$ cat config.mk
export PLATFORM = sky130hd
export DESIGN_NAME = spi_resp_regs_flat
export DESIGN_NICKNAME = d
export VERILOG_FILES = /design/src/rtl/spi_resp_regs_if.sv /design/src/rtl/spi_resp_regs.sv /design/src/flat_wrapper.sv
export SDC_FILE = /design/constraint.sdc
export NUM_CORES = 1
export LEC_CHECK = 0
export ABC_AREA = 0
export ABC_CLOCK_PERIOD_IN_PS = 9800
export BUFFER_PORTS_ARGS = -buffer_cell sky130_fd_sc_hd__clkbuf_2
export CAP_MARGIN = 40
export CORE_ASPECT_RATIO = 1.75
export CORE_UTILIZATION = 30
export CTS_CLUSTER_DIAMETER = 30
export DETAILED_ROUTE_END_ITERATION = 7
export SYNTH_ARGS = -nofsm -noshare
export SYNTH_HDL_FRONTEND = slang
export SYNTH_SLANG_ARGS = --single-unit
export TNS_END_PERCENT = 5
$ cat constraint.sdc
create_clock -name clk_clk -period 9.8 [get_ports clk_clk]
set_input_delay 0.49 -clock clk_clk [delete_from_list [all_inputs] [get_ports clk_clk]]
set_output_delay 0.49 -clock clk_clk [all_outputs]
set_load 0.05 [all_outputs]
$ cat src/rtl/spi_resp_regs_if.sv
// SPI pin bundle between the HPS SPI master and the fabric responder.
interface spi_resp_regs_if;
  logic spi_sclk;
  logic spi_mosi;
  logic spi_ss_n;
  logic spi_miso;
  logic spi_miso_oe;

  modport master (
    output spi_sclk, spi_mosi, spi_ss_n,
    input  spi_miso, spi_miso_oe
  );

  modport slave (
    input  spi_sclk, spi_mosi, spi_ss_n,
    output spi_miso, spi_miso_oe
  );
endinterface

$ cat src/rtl/spi_resp_regs.sv
// SPI mode-0 responder register file, oversampled in clk_clk; status byte at 7'h7F.
// Define SPI_RESP_BURST_EN for auto-increment bursts; otherwise only the first data byte is acted on.
module spi_resp_regs #(
  parameter int unsigned DEPTH     = 16,
  parameter logic [7:0]  RESET_VAL = 8'h00
) (
  input  logic                 clk_clk,
  input  logic                 reset_reset,
  spi_resp_regs_if.slave       spi,
  input  logic [7:0]           status_in,
  output logic                 wr_strobe,
  output logic [6:0]           wr_addr,
  output logic [7:0]           wr_data,
  output logic [8*DEPTH-1:0]   regs_flat
);

  localparam int unsigned AW     = $clog2(DEPTH);
  localparam logic [6:0]  DEPTH7 = 7'(DEPTH);
`ifdef SPI_RESP_BURST_EN
  localparam bit BURST = 1'b1;
`else
  localparam bit BURST = 1'b0;
`endif

  typedef enum logic [1:0] {IDLE, CMD, DATA} state_t;

  state_t      state, state_nxt;
  logic [1:0]  sclk_s;
  logic [2:0]  mosi_s;
  logic [1:0]  ss_s;
  logic        sclk_d, rise, fall;
  logic [1:0]  warm;
  logic        armed;
  logic        sel;
  logic        mosi_bit;
  logic [2:0]  bit_cnt;
  logic [6:0]  shreg;
  logic [7:0]  byte_in;
  logic [7:0]  tx;
  logic        miso;
  logic        wr_en;
  logic        first;
  logic [6:0]  cur_addr, nxt_addr, rd_addr;
  logic [7:0]  rd_byte;
  logic        byte_done, do_write;
  logic [7:0]  regs [DEPTH];

  assign sel      = ~ss_s[1];
  assign mosi_bit = mosi_s[2];
  assign byte_in  = {shreg, mosi_bit};
  assign spi.spi_miso    = miso;
  assign spi.spi_miso_oe = sel;

  // armed only once a deselect has been seen with settled synchronizers,
  // so a frame already in flight at reset release is ignored
  always_ff @(posedge clk_clk or posedge reset_reset) begin
    if (reset_reset) begin
      sclk_s <= '0;
      mosi_s <= '0;
      ss_s   <= '1;
      sclk_d <= 1'b0;
      rise   <= 1'b0;
      fall   <= 1'b0;
      warm   <= '0;
      armed  <= 1'b0;
    end else begin
      sclk_s <= {sclk_s[0], spi.spi_sclk};
      mosi_s <= {mosi_s[1:0], spi.spi_mosi};
      ss_s   <= {ss_s[0], spi.spi_ss_n};
      sclk_d <= sclk_s[1];
      rise   <= sclk_s[1] & ~sclk_d;
      fall   <= ~sclk_s[1] & sclk_d;
      warm   <= {warm[0], 1'b1};
      if (warm[1] && !sel)
        armed <= 1'b1;
    end
  end

  always_ff @(posedge clk_clk or posedge reset_reset) begin
    if (reset_reset) state <= IDLE;
    else             state <= state_nxt;
  end

  always_comb begin
    state_nxt = state;
    byte_done = rise && sel && (state != IDLE) && (bit_cnt == 3'd7);
    do_write  = byte_done && (state == DATA) && wr_en && (BURST || first)
                && (cur_addr < DEPTH7);
    case (state)
      IDLE:    if (sel && armed) state_nxt = CMD;
      CMD:     if (!sel) state_nxt = IDLE;
               else if (byte_done) state_nxt = DATA;
      DATA:    if (!sel) state_nxt = IDLE;
      default: state_nxt = IDLE;
    endcase
  end

  // in-range addresses wrap within the register file; out-of-range ones hold
  always_comb begin
    nxt_addr = cur_addr;
    if (cur_addr < DEPTH7) begin
      nxt_addr = '0;
      nxt_addr[AW-1:0] = cur_addr[AW-1:0] + AW'(1);
    end
    rd_addr = (state == CMD) ? byte_in[6:0] : nxt_addr;
    if (rd_addr == 7'h7F)       rd_byte = status_in;
    else if (rd_addr < DEPTH7)  rd_byte = regs[rd_addr[AW-1:0]];
    else                        rd_byte = '0;
  end

  always_ff @(posedge clk_clk or posedge reset_reset) begin
    if (reset_reset) begin
      bit_cnt   <= '0;
      shreg     <= '0;
      tx        <= '0;
      miso      <= 1'b0;
      wr_en     <= 1'b0;
      first     <= 1'b0;
      cur_addr  <= '0;
      wr_strobe <= 1'b0;
      wr_addr   <= '0;
      wr_data   <= '0;
      for (int unsigned k = 0; k < DEPTH; k++)
        regs[k] <= RESET_VAL;
    end else begin
      wr_strobe <= 1'b0;
      if (state == IDLE || !sel) begin
        bit_cnt <= '0;
        tx      <= '0;
        miso    <= 1'b0;
      end else begin
        if (rise) begin
          shreg   <= byte_in[6:0];
          bit_cnt <= bit_cnt + 3'd1;
        end
        if (fall) begin
          miso <= tx[7];
          tx   <= {tx[6:0], 1'b0};
        end
        if (byte_done) begin
          if (state == CMD) begin
            wr_en    <= byte_in[7];
            cur_addr <= byte_in[6:0];
            first    <= 1'b1;
            tx       <= rd_byte;
          end else begin
            first    <= 1'b0;
            cur_addr <= nxt_addr;
            tx       <= BURST ? rd_byte : 8'h00;
            if (do_write) begin
              regs[cur_addr[AW-1:0]] <= byte_in;
              wr_strobe <= 1'b1;
              wr_addr   <= cur_addr;
              wr_data   <= byte_in;
            end
          end
        end
      end
    end
  end

  always_comb begin
    regs_flat = '0;
    for (int unsigned k = 0; k < DEPTH; k++)
      regs_flat[8*k +: 8] = regs[k];
  end

endmodule

$ cat src/flat_wrapper.sv
// flat-port wrapper written by rule: the top's interface ports become plain ports
module spi_resp_regs_flat 
#(
  parameter int unsigned DEPTH     = 16,
  parameter logic [7:0]  RESET_VAL = 8'h00
)
  (clk_clk, reset_reset, status_in, wr_strobe, wr_addr, wr_data, regs_flat, spi_spi_sclk, spi_spi_mosi, spi_spi_ss_n, spi_spi_miso, spi_spi_miso_oe);
  spi_resp_regs_if spi_i ();
  input  logic clk_clk;
  input  logic reset_reset;
  input  logic [7:0] status_in;
  output logic wr_strobe;
  output logic [6:0] wr_addr;
  output logic [7:0] wr_data;
  output logic [8*DEPTH-1:0] regs_flat;
  input wire logic [$bits(spi_i.spi_sclk)-1:0] spi_spi_sclk;
  input wire logic [$bits(spi_i.spi_mosi)-1:0] spi_spi_mosi;
  input wire logic [$bits(spi_i.spi_ss_n)-1:0] spi_spi_ss_n;
  output wire logic [$bits(spi_i.spi_miso)-1:0] spi_spi_miso;
  output wire logic [$bits(spi_i.spi_miso_oe)-1:0] spi_spi_miso_oe;
  assign spi_i.spi_sclk = spi_spi_sclk;
  assign spi_i.spi_mosi = spi_spi_mosi;
  assign spi_i.spi_ss_n = spi_spi_ss_n;
  assign spi_spi_miso = spi_i.spi_miso;
  assign spi_spi_miso_oe = spi_i.spi_miso_oe;
  spi_resp_regs #(.DEPTH(DEPTH), .RESET_VAL(RESET_VAL)) u_core (.clk_clk(clk_clk), .reset_reset(reset_reset), .spi(spi_i), .status_in(status_in), .wr_strobe(wr_strobe), .wr_addr(wr_addr), .wr_data(wr_data), .regs_flat(regs_flat));
endmodule
======== Word-level counts from Yosys, hierarchy flattened ========
Index checks and enable logic that the tools add are counted.
word-level totals
  flip-flop bits (word level) ............. 187
  input bits .............................. 13
  logic and storage cells ................. 107
cells by class
  add/sub/neg operators ................... 2
  order comparisons ....................... 5
  equality and inequality tests ........... 7
  multiplexer cells ....................... 28
  bitwise operators ....................... 9
  reductions and logical operators ........ 21
operators with widths
  cell                                                        number
  bitwise mux 128 bit                                         1
  two-way mux 8 bit                                           9
  binary-select mux 8 bit (select 4 bit)                      1
  demux 8 bit (select 4 bit)                                  1
  less-than comparator 7 x 5 -> 1 bit, second input constant  2
  two-way mux 7 bit                                           2
  greater-or-equal comparator 5 bit, second input constant    2
  logical AND 1 bit                                           10
  NOT 4 -> 5 bit                                              2
  two-way mux 2 bit                                           4
  equality test 7 bit, second input constant                  1
  two-way mux 1 bit                                           7
  two-way mux 3 bit                                           2
  case mux 2 bit (3 select lines)                             1
  AND reduction 3 bit                                         2
  nonzero test 2 bit                                          3
  less-than comparator 5 x 1 -> 1 bit, second input constant  1
  NOT 1 bit                                                   5
  adder 4 x 1 -> 4 bit, second input constant                 1
  != test 2 x 1 -> 1 bit, second input constant               2
  AND reduction 2 bit                                         2
  AND reduction 4 bit                                         1
  adder 3 x 1 -> 3 bit, second input constant                 1
  equality test 3 bit, second input constant                  1
  other kinds (7)                                             8

======== Longest topological paths before layout ========
Gate-level depths: netlist (run 1).
  depth in word-level cells ............... 12
  mapped depth ............................ 10
  mapped depth without buffers ............ 8

======== Least setup slack after synthesis (run 1) ========
Ideal clock, no wire load.
  path kind ............................... flip-flop to flip-flop
  start ................................... register u_core.cur_addr[0]
  end ..................................... register u_core.tx[3]
  library setup time ...................... 128 ps
  data arrival time ....................... 2162 ps
  data required time ...................... 9672 ps
  setup slack ............................. 7510 ps
  stages on the path, launching flop included .. 11
  clock period less this slack ............ 2290 ps
  cell sequence ........................... dfrtp_1 > inv_1 > ha_1 > nor4b_2 > o31a_1 > buf_2 > buf_4 > mux2i_1 > o22ai_1 > o21ai_0 > nand3_1
between the ends
  longest elaborated chain between the ends .. 12
  elaborated cells on any way between the ends .. 15
  classes of those cells .................. add/sub: 1; order compare: 2; eq/ne: 1; mux: 10; bitwise: 1
ends and longest elaborated chain
  element                                                                             RTL line                                    source
  start: declaration                                                                  spi_resp_regs.sv:43                         logic [6:0] cur_addr, nxt_addr, rd_addr;
  start signal: assignment                                                            spi_resp_regs.sv:143                        cur_addr <= byte_in[6:0];
  start signal: assignment                                                            spi_resp_regs.sv:148                        cur_addr <= nxt_addr;
  less-than comparator 7 x 5 -> 1 bit / adder 4 x 1 -> 4 bit (equally long branches)  spi_resp_regs.sv:101, spi_resp_regs.sv:103
  two-way mux 7 bit (*)                                                               spi_resp_regs.sv:101                        if (cur_addr < DEPTH7) begin
  two-way mux 7 bit (*)                                                               spi_resp_regs.sv:105                        rd_addr = (state == CMD) ? byte_in[6:0] : nxt_addr;
  NOT 4 -> 5 bit (implied by the code)                                                spi_resp_regs.sv:107                        else if (rd_addr < DEPTH7) rd_byte = regs[rd_addr[AW-1:0]];
  binary-select mux 8 bit (select 4 bit)                                              spi_resp_regs.sv:107
  two-way mux 8 bit (implied by the code) (2 in a row)                                spi_resp_regs.sv:107
  two-way mux 8 bit                                                                   spi_resp_regs.sv:107
  two-way mux 8 bit (*)                                                               spi_resp_regs.sv:106                        if (rd_addr == 7'h7F) rd_byte = status_in;
  two-way mux 8 bit (*)                                                               spi_resp_regs.sv:141                        if (state == CMD) begin
  two-way mux 8 bit (*)                                                               spi_resp_regs.sv:140                        if (byte_done) begin
  two-way mux 8 bit (*)                                                               spi_resp_regs.sv:127                        if (state == IDLE || !sel) begin
  end signal: assignment                                                              spi_resp_regs.sv:138                        tx <= {tx[6:0], 1'b0};
  end signal: assignment                                                              spi_resp_regs.sv:145                        tx <= rd_byte;
  end signal: assignment                                                              spi_resp_regs.sv:149                        tx <= BURST ? rd_byte : 8'h00;
  end: declaration                                                                    spi_resp_regs.sv:39                         logic [7:0] tx;
Mark *: on every way between the ends. The rest lies on a longest branch, timed or not. The select of a mux whose other input is x is not followed.
A chain may end at the register's enable or synchronous reset.

======== Worst setup path in the final report (run 1) ========
  start ................................... register u_core.cur_addr[0]
  end ..................................... register u_core.tx[4]
The elaborated chain is that of the path after synthesis.

==> flow_summary.yaml, run 1 <==
critical_path:
  slowest_delay_ns: 0.48
  crit_arrival_ns: 3.42
  end_kind: "flip-flop"
  cp.required_ns: 10.13
  crit_path_top_delay_cell: "dfrtp_1"
  crit_start: "u_core.cur_addr[0]"
  path_max_fanout: 20
  r2r_start: "u_core.cur_addr[0]"
  worstSetupPathType: "flip-flop to flip-flop"
  cp-start-kind: "flip-flop"
  crit_chain: "inv_1, ha_1, nor4b_2, o31a_1, buf_4, a211o_1, o22ai_1, o21ai_0, nand3_1"
  r2r_cells: 9
detailed_routing:
  first_iter_violations: 371
  drtAntennaViolNets: 0
  routed_via_density: 5.15
  wl_per_cell_um: 23.8
  vias: 6210
  drc_errors: 0
  postRouteWirelength_mm: 28.6
  dr.pass1.iters: 5
sta:
  period_needed_ns: 3.09
  report.final.slew_viol_count: 0
  fmax_mhz: 324
  slew_headroom: 0.378
  worst_pin_slew_ns: 0.933
  fin_tns_setup_ns: 0
  rsz0062_at_grt: "no"
  timing_hold_violations_final: 0
  layout_setup_ws_ns: 6.71
  post-route-period-util: 0.315
  fin_skew_ns: 0.00948
  finalSetupViolations: 0
global_route:
  grt_pass1_vias: 6437
  grt_start_max_net_pins: 64
  grt_overflow_total: 0
  grtUsageTotal: 0.203
  grt_pass1_wl_mm: 42.5
  antenna_found_initial: 0
pwr:
  leakagePower_nw: 5.40
  powerDensity_mw_per_mm2: 159
  peakVddDrop_mv: 0.119
final_layout:
  drive_gt1_frac: 0.457
  fin_util: 0.368
  diodes: 0
  nets: 833
  fin_area_mm2: 0.0105
  finalNonFillerCells: 1205
  synthToLayoutAreaGrowth_pct: 20.9
cts:
  clk_path_buf_depth: 2
  clock_latency_ns: 0.45
  cts_tree: "built"
  ctsResizeCount: 0
  cts_made_buffers: 17
  cts_sinks: 187
  htreeDepth: 4
  cts-root-buf: "clkbuf_16"
  cts_setup_buffers: 0
  ctsHoldBuffers: 0
  path_clk_slew_ns: 0.07
synth:
  yosysSeqAreaShare: 0.539
  synth_edf_count: 0
  netlist_top_cells_area: "dfrtp_1, mux2_2, mux2i_1"
  ys_async_sr_fraction: 1.00
  yosys-top-cells-count: "dfrtp_1, mux2_2, mux2i_1, nand2_1, o22ai_1"
  syn_inst: 667
  synth_top_area_cell: "dfrtp_1"
  syn_area_mm2: 0.00869
  syn_nets: 686
  syn_area_per_cell_um2: 13.0
  yosys_warnings: 0
  synth_cell_type_count: 62
  synthFlopType: "dfrtp_1"
  synth.most_common_cell: "dfrtp_1"
  synth_top_area_share: 0.533
  ys_ff_latch: 187
floorplan:
  pin_count: 159
  rows: 82
  start_util: 0.305
  die_width_um: 131
  core_area_mm2: 0.0285
  die-area_mm2: 0.0297
  die_h_um: 227
placement:
  place.gp.congestion: 0.860
  dpl.cell_count: 1173
  dpl_worst_slack_ns: 6.78
  portBuffers: 158
  placedInstanceArea_mm2: 0.00990
  dpl.hpwl_mm: 21.4
run_status:
  run_status: "complete, no violations"
hold_path:
  hp-class: "input pin to asynchronous set/reset pin"
flow_run:
  maxCapViolCount: 0
[power breakdown]
| part | internal [mW] | switching, mW | total (mW) | leakage (nW) |
|---|---|---|---|---|
| logic | 0.0418 | 0.0865 | 0.128 | 2.53 |
| registers | 0.780 | 0.0398 | 0.820 | 2.57 |
| clock network | 0.393 | 0.329 | 0.723 | 0.299 |
| total | 1.22 | 0.455 | 1.67 | 5.40 |
[placed cells by master (no fill, tap or decap), types with 3 or more instances in the layout]
cell type,count
nand4_1,5
mux2_2,147
clkbuf_2,158
ha_1,6
o211ai_1,6
nor2b_1,7
nor2_1,15
nand3_1,10
o22ai_1,26
buf_8,4
nand3_4,4
and2_1,4
nand2_4,3
inv_1,8
clkbuf_16,17
nand2_1,32
inv_8,3
o21ai_0,19
nor3_1,4
mux2_1,6
buf_4,6
inv_6,6
dfrtp_1,185
xnor2_1,3
a21oi_1,15
clkinv_4,3
o21ai_1,3
a21o_1,4
nand2_2,6
mux2i_1,61
[state kept, by name (all words and copies together) (netlist names), 2 cells and up]
name,cells
u_core.wr_addr,7
u_core.state,2
u_core.shreg,7
u_core.wr_data,8
u_core.sclk_s,2
u_core.bit_cnt,3
u_core.warm,2
u_core.cur_addr,7
u_core.regs_flat,128
u_core.ss_s,2
u_core.tx,8
u_core.mosi_s,3
[logic make-up after synthesis]
| group | Yosys count | synth area share |
|---|---|---|
| mux | 214 | 0.269 |
| flops | 187 | 0.539 |
| simple gates | 107 | 0.0741 |
| compound gates | 95 | 0.0726 |
| buf+inv | 53 | 0.0330 |
| fa+ha+maj | 6 | 0.00864 |
| xor+xnor | 4 | 0.00403 |
| other cells | 1 | 0.000431 |
[path summary, 6_finish.rpt]
path                            slack (ns)                    end
worst max register to register        6.71           u_core.tx[4]
max in group asynchronous             8.34  u_core.regs_flat[106]
worst min register to register        0.35       u_core.mosi_s[1]
min in group clk_clk                  0.13         u_core.ss_s[0]
worst min-delay path                  0.08   u_core.regs_flat[50]
worst max-delay path                  6.71           u_core.tx[4]
[cell type report]
cell class | instances | area (um2)
multi-input cells | 427 | 3740
fillers | 2888 | 18000
repair buffers | 172 | 967
flip-flops and latches | 187 | 4680
inverters | 9 | 38.8
clock inverters | 14 | 171
well taps | 378 | 473
clock buffers | 18 | 439
[stage by stage]
stage | hold WS (ns) | total power [mW]
3_3_place_gp | 0.336 | 0.944
5_1_grt | 0.115 | 1.72
6_report | 0.0835 | 1.67
4_1_cts | 0.100 | 1.68
2_1_floorplan | 0.331 | 0.894
3_5_place_dp | 0.336 | 0.962
[critical path: cells and delay by family (launching register included)]
| family | cells | cell delay, ns |
|---|---|---|
| compound gates | 4 | 1.15 |
| fa+ha+maj | 1 | 0.28 |
| buf+inv | 2 | 0.49 |
| flops | 1 | 0.48 |
| simple gates | 2 | 0.57 |
[per-layer routing]
| layer | track usage | vias to the layer above | share of wire |
|---|---|---|---|
| met5 | 0 | - | 0 |
| met3 | 0.0317 | 79 | 0.037 |
| li1 | - | 2729 | - |
| met1 | 0.218 | 3198 | 0.36 |
| met2 | 0.361 | 204 | 0.54 |
| met4 | 0.132 | 0 | 0.062 |
Power figures use the tool's default switching activity.
==> inputs of run 2 (changes only) <==
Settings changed: ABC_AREA 0 to 1, ABC_CLOCK_PERIOD_IN_PS 9800 to 2900.
Clock period 9.8 ns to 2.9 ns, I/O delays scaled along.
==> run 2 against run 1 <==
Synthesized area is 1.0% higher; total power grew to 3.6 times the previous value; combinational power grew to 8.1 times the previous value; clock skew is 0.0036 ns higher; worst setup slack worse by 6.3 ns; critical path depth is 7 higher; critical endpoint is now u_core.tx[6]; final cell count is 28% higher.
==> flow_summary.yaml, run 2 <==
synth:
  syn_area_per_cell_um2: 8.72
  synth_cell_type_count: 33
  yosysSeqAreaShare: 0.533
  yosys_warnings: 0
  synth_edf_count: 0
  yosys-top-cells-count: "nand2_1, dfrtp_1, nand3_1, o21ai_1, o21ai_0"
  synthFlopType: "dfrtp_1"
  netlist_top_cells_area: "dfrtp_1, nand2_1, nand3_1"
  syn_inst: 1007
  ys_ff_latch: 187
  syn_area_mm2: 0.00878
  synth_top_area_cell: "dfrtp_1"
  synth.most_common_cell: "nand2_1"
  syn_nets: 1026
  ys_async_sr_fraction: 1.00
  synth_top_area_share: 0.527
sta:
  slew_headroom: 0.465
  post-route-period-util: 0.850
  timing_hold_violations_final: 0
  period_needed_ns: 2.46
  report.final.slew_viol_count: 0
  rsz0062_at_grt: "no"
  fin_skew_ns: 0.0131
  fin_tns_setup_ns: 0
  fmax_mhz: 406
  finalSetupViolations: 0
  worst_pin_slew_ns: 0.801
final_layout:
  largest_register_ffs: 128
  final_cell_mix: "nand2_1, dfrtp_1, nand3_1"
  synthToLayoutAreaGrowth_pct: 20.3
  fin_util: 0.368
  fillerInstances: 3041
  fin_area_mm2: 0.0106
  diodes: 0
  drive_gt1_frac: 0.248
  nets: 1173
  finalNonFillerCells: 1545
  layout_commonest_cell: "nand2_1"
floorplan:
  pin_count: 159
  core_area_mm2: 0.0287
  die_width_um: 131
  die-area_mm2: 0.0300
  rows: 82
  start_util: 0.306
  die_h_um: 228
pwr:
  combPwrFrac: 0.171
  p_sw_frac: 0.307
  seq_power_share: 0.438
  p_int_mw: 4.22
  pwr-share-clk: 0.391
  switchingPower_mw: 1.87
  power_mw: 6.08
  powerDensity_mw_per_mm2: 576
  leakagePower_nw: 5.19
  peakVddDrop_mv: 0.434
placement:
  portBuffers: 158
  placedInstanceArea_mm2: 0.00992
  dpl.hpwl_mm: 22.0
  place.gp.congestion: 0.888
  dpl.cell_count: 1509
critical_path:
  end_kind: "flip-flop"
  cp.required_ns: 3.24
  path_buf_inv: 4
  crit_arrival_ns: 2.81
  worstSetupPathType: "flip-flop to flip-flop"
  slowest_delay_ns: 0.43
  path_max_fanout: 33
  cp-start-kind: "flip-flop"
  critPathTopFamily: "simple AND/OR/NAND/NOR gates"
  crit_chain: "inv_1, ha_1, nand3_1, nand3_2, nand2_2, inv_2, buf_12, nand2_1, nor3_4, nand2_2, o21ai_0, inv_1, nand2_1, nand2_1, nand2_1, nand2_1"
  cp_common_cell: "nand2_1"
  crit_path_top_delay_cell: "dfrtp_1"
cts:
  htreeDepth: 4
  cts_tree: "built"
  cts_made_buffers: 17
  cts_sinks: 187
  path_clk_slew_ns: 0.07
  clock_latency_ns: 0.46
  clk_path_buf_depth: 2
  cts_setup_buffers: 0
  cts-root-buf: "clkbuf_16"
flow_run:
  maxCapViolCount: 0
global_route:
  grt_start_max_net_pins: 62
  antenna_found_initial: 0
  grt_pass1_vias: 7421
  grt_pass1_wl_mm: 45.1
  grtUsageTotal: 0.204
  grt_overflow_total: 0
detailed_routing:
  dr.pass1.iters: 5
  first_iter_violations: 606
  wl_per_cell_um: 19.3
  drc_errors: 0
  vias: 7594
  drtAntennaViolNets: 0
  postRouteWirelength_mm: 29.8
  routed_via_density: 4.92
run_status:
  run_status: "complete, no violations"
hold_path:
  hp-class: "input pin to flip-flop"
==> run 2: kinds of logic after synthesis <==
group	Yosys count	synth area share
and+or+nand+nor	531	0.283
DFF	187	0.533
AOI/OAI and AO/OA	174	0.110
buffers and inverters	108	0.0645
adders and majority gates	6	0.00855
other	1	0.000427
==> run 2: worst paths after layout <==
kind | start | end | slack [ns] | cells after the start
min in group asynchronous | reset_reset | u_core.wr_data[6] | 0.39 | 3
setup / recovery | u_core.cur_addr[1] | u_core.tx[6] | 0.44 | 16
hold reg to reg | u_core.sclk_s[0] | u_core.sclk_s[1] | 0.35 | 0
setup reg to reg | u_core.cur_addr[1] | u_core.tx[6] | 0.44 | 16
hold / removal | status_in[0] | u_core.tx[0] | 0.07 | 5
max in group asynchronous | reset_reset | u_core.cur_addr[1] | 1.69 | 4
==> run 2: repair_timing <==
item,in CTS,in global routing
hold buffers,4,0
hold endpoints to repair,30,0
gates resized for setup,0,0
==> run 2: layer usage <==
layer / global-route usage / share of wire / wire [um] / vias to the layer above
met5: 0 / 0 / 0 / -
met4: 0.116 / 0.044 / 1320 / 0
met3: 0.0346 / 0.040 / 1180 / 57
met2: 0.368 / 0.54 / 16100 / 230
met1: 0.223 / 0.38 / 11200 / 3671
li1: - / - / - / 3636
==> run 2: power by group through the flow <==
stage | logic (mW) | registers (mW) | clock network (mW)
2_1_floorplan | 0.636 | 2.71 | 0
3_3_place_gp | 1.02 | 2.71 | 0
3_5_place_dp | 1.04 | 2.71 | 0
4_1_cts | 1.05 | 2.66 | 2.43
5_1_grt | 1.11 | 2.67 | 2.52
6_report | 1.04 | 2.66 | 2.38
==> run 2: final cells by class <==
cell class                      instances  area (um2)  area share
Multi-Input combinational cell        712        3530       0.335
Sequential cell                       187        4680       0.443
Clock inverter                         12         139      0.0132
Timing Repair Buffer                  188        1090       0.103
Clock buffer                           20         457      0.0432
Tap cell                              378         473      0.0448
Inverter                               48         184      0.0174
==> run 2: stage by stage <==
| stage | setup slack (ns) | hold WS [ns] |
|---|---|---|
| 5_1_grt | 0.165 | 0.0730 |
| 4_1_cts | 0.439 | 0.0505 |
| 3_3_place_gp | 0.474 | 0.236 |
| 6_report | 0.435 | 0.0709 |
| 2_1_floorplan | 0.350 | 0.149 |
| 3_5_place_dp | 0.458 | 0.238 |
==> run 2: tightest hold or removal path: stages <==
cell and delay, ns:
clkbuf_2 0.11, nand3_1 0.09, nand2_1 0.06, nand2_1 0.05, nand2_1 0.04
